--- src/rtl/seg_pkg.sv ---
// Shared 7-segment definitions: segment width, hex glyph table (active-high), blank glyph
// and the output polarity helper used by the scan controller.
package seg_pkg;

    localparam int SEG_W = 7;

    localparam logic [SEG_W-1:0] SEG_BLANK = 7'h00;

    // Segment order {g,f,e,d,c,b,a}; entry n is the glyph for hex digit n.
    localparam logic [SEG_W-1:0] SEG_HEX [16] = '{
        7'h3F, 7'h06, 7'h5B, 7'h4F, 7'h66, 7'h6D, 7'h7D, 7'h07,
        7'h7F, 7'h6F, 7'h77, 7'h7C, 7'h39, 7'h5E, 7'h79, 7'h71
    };

    function automatic logic [SEG_W-1:0] seg_apply_pol(input logic [SEG_W-1:0] seg,
                                                       input logic active_low);
        return active_low ? ~seg : seg;
    endfunction

endpackage

--- src/rtl/seg_hex_decode.sv ---
// Nibble to active-high segment pattern, forced blank when requested.
// Purely combinational; no backpressure.
module seg_hex_decode
    import seg_pkg::*;
(
    input  logic [3:0]       nibble,
    input  logic             blank,
    output logic [SEG_W-1:0] seg
);

    always_comb begin
        seg = SEG_HEX[nibble];
        if (blank) begin
            seg = SEG_BLANK;
        end
    end

endmodule

--- src/rtl/seg_scan_ctrl.sv ---
// Multiplexed N-digit 7-segment scanner with prescaler, frame-aligned valid/ready load,
// leading-zero blanking and per-digit blink. Outputs update one cycle after each scan tick.
module seg_scan_ctrl
    import seg_pkg::*;
#(
    parameter int N_DIGITS     = 8,
    parameter int PRESCALE     = 50000,
    parameter int BLINK_FRAMES = 32,
    parameter int ACTIVE_LOW   = 1
) (
    input  logic                  clk_i,
    input  logic                  rst_i,
    input  logic [4*N_DIGITS-1:0] data_i,
    input  logic                  valid_i,
    output logic                  ready_o,
    input  logic                  blank_lz_i,
    input  logic [N_DIGITS-1:0]   blink_mask_i,
    output logic [SEG_W-1:0]      seg_o,
    output logic [N_DIGITS-1:0]   an_o,
    output logic                  frame_o
);

    localparam int DATA_W  = 4 * N_DIGITS;
    localparam int PRESC_W = $clog2(PRESCALE);
    localparam int IDX_W   = (N_DIGITS > 1) ? $clog2(N_DIGITS) : 1;
    localparam int BLINK_W = (BLINK_FRAMES > 1) ? $clog2(BLINK_FRAMES) : 1;
    localparam logic POL_LOW = (ACTIVE_LOW != 0);
    localparam logic [N_DIGITS-1:0] AN_OFF = POL_LOW ? '1 : '0;

    logic [PRESC_W-1:0] presc_cnt;
    logic [IDX_W-1:0]   idx;
    logic [BLINK_W-1:0] blink_cnt;
    logic               blink_hidden;
    logic [DATA_W-1:0]  shown;
    logic [DATA_W-1:0]  pending;
    logic               pend_v;

    logic               tick;
    logic               wrap;
    logic               blink_wrap;
    logic [N_DIGITS-1:0] upper_zero;
    logic [3:0]         cur_nib;
    logic               cur_blank;
    logic [N_DIGITS-1:0] an_sel;
    logic [SEG_W-1:0]   seg_hi;

    assign tick       = (presc_cnt == PRESC_W'(PRESCALE - 1));
    assign wrap       = tick && (idx == IDX_W'(N_DIGITS - 1));
    assign blink_wrap = (blink_cnt == BLINK_W'(BLINK_FRAMES - 1));
    assign frame_o    = wrap;
    assign ready_o    = !pend_v;

    // upper_zero[k]: every nibble from k up to the top of the shown word is zero.
    for (genvar k = 0; k < N_DIGITS; k++) begin : g_lz
        assign upper_zero[k] = ~|shown[DATA_W-1:4*k];
    end

    always_comb begin
        cur_nib   = 4'h0;
        cur_blank = 1'b0;
        an_sel    = '0;
        for (int k = 0; k < N_DIGITS; k++) begin
            if (idx == IDX_W'(k)) begin
                cur_nib   = shown[4*k +: 4];
                cur_blank = (blank_lz_i && (k != 0) && upper_zero[k]) ||
                            (blink_hidden && blink_mask_i[k]);
                an_sel[k] = 1'b1;
            end
        end
    end

    seg_hex_decode u_dec (
        .nibble (cur_nib),
        .blank  (cur_blank),
        .seg    (seg_hi)
    );

    always_ff @(posedge clk_i) begin
        if (rst_i) begin
            presc_cnt    <= '0;
            idx          <= '0;
            blink_cnt    <= '0;
            blink_hidden <= 1'b0;
            shown        <= '0;
            pending      <= '0;
            pend_v       <= 1'b0;
            seg_o        <= seg_apply_pol(SEG_BLANK, POL_LOW);
            an_o         <= AN_OFF;
        end else begin
            presc_cnt <= tick ? '0 : presc_cnt + 1'b1;

            if (valid_i && !pend_v) begin
                pending <= data_i;
                pend_v  <= 1'b1;
            end

            if (tick) begin
                idx   <= wrap ? '0 : idx + 1'b1;
                seg_o <= seg_apply_pol(seg_hi, POL_LOW);
                an_o  <= POL_LOW ? ~an_sel : an_sel;
            end

            // Commit only between frames so a frame never mixes old and new digits.
            if (wrap) begin
                if (pend_v) begin
                    shown  <= pending;
                    pend_v <= 1'b0;
                end
                if (blink_wrap) begin
                    blink_cnt    <= '0;
                    blink_hidden <= ~blink_hidden;
                end else begin
                    blink_cnt <= blink_cnt + 1'b1;
                end
            end
        end
    end

endmodule

--- config.mk ---
export PLATFORM = sky130hd
export DESIGN_NAME = seg_scan_ctrl
export DESIGN_NICKNAME = d
export VERILOG_FILES = /design/src/rtl/seg_pkg.sv /design/src/rtl/seg_hex_decode.sv /design/src/rtl/seg_scan_ctrl.sv
export SDC_FILE = /design/constraint.sdc
export NUM_CORES = 1
export LEC_CHECK = 0
export BUFFER_PORTS_ARGS = -buffer_cell sky130_fd_sc_hd__buf_2
export CAP_MARGIN = 5
export CORE_UTILIZATION = 60
export CTS_BUF_LIST = sky130_fd_sc_hd__clkbuf_8
export DETAILED_ROUTE_END_ITERATION = 10
export PLACE_DENSITY = 0.82
export SETUP_SLACK_MARGIN = 0.4
export SYNTH_ARGS = -nofsm -noshare
export SYNTH_HDL_FRONTEND = slang
export SYNTH_SLANG_ARGS = --single-unit
--- constraint.sdc ---
create_clock -name clk_i -period 7.5 [get_ports clk_i]
set_clock_uncertainty 0.15 [all_clocks]
set_input_delay 0 -clock clk_i [delete_from_list [all_inputs] [get_ports clk_i]]
set_output_delay 0 -clock clk_i [all_outputs]
set_load 0.05 [all_outputs]
==> out/results.ini <==
[floorplanning]
die_y_um = 91.53
rows = 32
dieWidth_um = 91.53
core_area_um2 = 7727
die_area_um2 = 8378
start_util_pct = 62.24
ios = 61

[setup_path]
crit_cells = 13
crit_family = compound AO/OA/AOI/OAI gates
cpMostUsedCell = a21oi_1
path_cells = inv_2 -> ha_1 -> a2111oi_0 -> o22ai_1 -> a21oi_1 -> inv_1 -> ha_1 -> mux2i_1 -> nor3_1 -> a21oi_1 -> o31ai_1 -> o211ai_1 -> a21oi_1
cp_max_fo = 20
slowest_stage = dfxtp_1
critPathCaptureType = flop
crit_required_ps = 7600
critPathKind = reg -> reg
arrival_ps = 3970
max_stage_delay_ps = 750
rr_worst_depth = 13
critPathBufInv = 2
start_kind = flop

[pwr]
intPower_mw = 0.7373
p_comb_share_pct = 6.2
clock_power_share_pct = 35.4
p_leak_nw = 2.136
power_frac_seq_pct = 58.5
irDropWorstVdd_mv = 0.1164
p_switching_mw = 0.2462
powerDensity_nw_per_um2 = 174.7
swShare_pct = 25.03

[min_path]
hold_depth = 3
hp-class = in -> reg

[clocking]
insertion_delay_ps = 380
cts_resized = 0
postCtsSetupBuffers = 0
htreeDepth = 3
clk_path_buf_depth = 2
cts_buffers = 9
clk_pin_slew_worst_paths_ps = 100
root_buffer = clkbuf_8
cts_tree = yes
clock-sinks = 105

[routing]
wl_met2_mm = 5.768
drtIter0Drc = 344
wire_per_inst_um = 14.71
top_layer_used = met4
drt-total-wl_mm = 11.79
wl_met3_um = 495
dr_total_vias = 4517
ant_nets = 0
wl_met1_mm = 5.385
viasPerCell = 5.639
drc = 0
dr.pass1.iters = 5

[job]
max_cap_viol_count = 0

[logic_synthesis]
synth_edf_count = 0
synth.distinct_cells = 57
netlist_instances = 629
async_flop_share_pct = 0
syn-mean-instance-area_um2 = 7.646
synth_seq_cells = 105
syn_nets = 688
synth_warnings = 0
syn-cell-area_um2 = 4810
synth_seq_area_share_pct = 43.70
synthFlopType = dfxtp_1

[grt]
grt_max_degree = 86
grt-ovfl-total = 0
grt_pass1_wl_mm = 19.73
antenna_found_initial = 0
grt_pass1_vias = 4283
grt_util_all_layers_pct = 29.08

[sta]
fin_crit_ps = 3875
fin_crit_sh_pct = 51.66
setup_viol = 0
whs_ps = 146.3
hold_viol = 0
relSlewSlack_pct = 20.56
worst_pin_slew_ps = 1186
timing.final.max_slew_violations = 0
fin_tns_setup_ps = 0
max_freq_mhz = 258.1
rsz0062_at_grt = false

[cells_and_area]
layout.nets = 753
antenna_cells = 0
syn_to_final_growth_pct = 17.04
layout-drive-gt1-share_pct = 12.02

[placed_design]
dp_hpwl_mm = 7.921
io_buffer_count = 60
gp_congestion = 0.9127

[status]
status = finished clean

## state kept, by name (all words and copies together), names as in the netlist
register	flops
blink_cnt	5
an_o	8
pend_v	1
pending	32
seg_o	7
shown	32
idx	3
presc_cnt	16
blink_hidden	1
## path summary, 6_finish.rpt
kind / start / slack (ps) / endpoint
worst min register to register: pending[5]$_SDFFE_PP0P_ / 310 / pending[5]$_SDFFE_PP0P_
worst max-delay path: idx[2]$_SDFFE_PP0P_ / 3630 / seg_o[3]$_SDFFE_PP1P_
worst min-delay path: rst_i / 150 / presc_cnt[2]$_SDFF_PP0_
worst max register to register: idx[2]$_SDFFE_PP0P_ / 3630 / seg_o[3]$_SDFFE_PP1P_
## power groups by stage
stage,Clock (mW),Combinational (mW),Sequential [mW]
after detailed placement,0,0.0461,0.588
final,0.348,0.0606,0.575
after global placement,0,0.0445,0.587
after CTS,0.355,0.0590,0.575
after floorplan,0,0.0294,0.586
after global routing,0.375,0.0674,0.577
## layer usage
layer  global-route usage [%]  up-vias
li1                         -     2278
met1                    36.70     2091
met2                    51.69      136
met3                    4.188       12
met4                    7.407        0
met5                        0        -
## repair_timing
item | CTS | global route
hold buffers | 33 | 0
setup endpoints to repair | 0 | 0
hold endpoints to repair | 33 | 0
## per-stage QoR
step	util [%]	instances	instance area [um^2]	total power [mW]	setup WS, ps
6_report	72.85	801	5629	0.9835	3625
2_1_floorplan	-	629	4810	0.6154	4285
3_3_place_gp	65.92	752	5094	0.6317	3889
5_1_grt	72.85	801	5629	1.019	3323
4_1_cts	72.85	801	5629	0.9888	3706
3_5_place_dp	65.92	752	5094	0.6337	3748
## worst min-delay path, stage by stage
cell and delay [ps]:
buf_2 100, buf_4 360, nor2_1 170
## Yosys cell counts (3+ instances only)
cell | instances | area [um^2]
inv_1 | 18 | 67.56
and3_1 | 8 | 50.05
a211o_1 | 5 | 43.79
nand3_1 | 8 | 40.04
xnor2_1 | 7 | 61.31
xor2_1 | 7 | 61.31
o21bai_1 | 4 | 30.03
nor3_1 | 12 | 60.06
nor4b_1 | 3 | 26.28
nor2_1 | 51 | 191.4
buf_2 | 5 | 25.02
a21oi_1 | 97 | 485.5
or4_1 | 3 | 22.52
nand3b_1 | 5 | 37.54
nand2_1 | 161 | 604.3
dfxtp_1 | 105 | 2102
nand4_1 | 3 | 18.77
a21o_1 | 3 | 22.52
o211ai_1 | 4 | 30.03
buf_1 | 4 | 15.01
a31oi_1 | 6 | 37.54
o21ai_0 | 11 | 55.05
clkbuf_1 | 31 | 116.4
nor4_1 | 5 | 31.28
mux2i_1 | 3 | 30.03
nor2b_1 | 4 | 25.02
ha_1 | 15 | 187.7
## cell families (layout without fill, tap and decap cells)
kind of cell,after synthesis,after routing,synth area share (%)
buffers and inverters,60,130,4.890
flip-flops,105,105,43.70
multiplexers,4,4,0.8585
AO/OA/AOI/OAI,152,152,18.50
XOR/XNOR,14,14,2.549
adder cells (fa/ha/maj),15,15,3.902
AND/OR/NAND/NOR,279,279,25.60
## layout make-up
class,count,area (um^2)
clock inverters,6,67.56
repair buffers,95,645.6
multi-input cells,464,2477
well taps,102,127.6
clock buffers,10,137.6
fillers,624,2098
flip-flops and latches,105,2102
inverters,19,71.32
## layout by cell type, fill, tap and decap left out, drive strengths merged, types with 4 or more instances in the layout
master,instances
nand3b,5
xnor2,7
xor2,7
nand2,161
nor3,12
nor2,51
clkbuf,10
nor4,5
o21bai,4
nor2b,4
a211o,5
buf,62
a31oi,6
ha,15
nand3,8
inv,22
and3,8
o21ai,12
a21oi,97
dfxtp,105
o211ai,4
dlygate4sd3,33
Power figures use the tool's default switching activity.
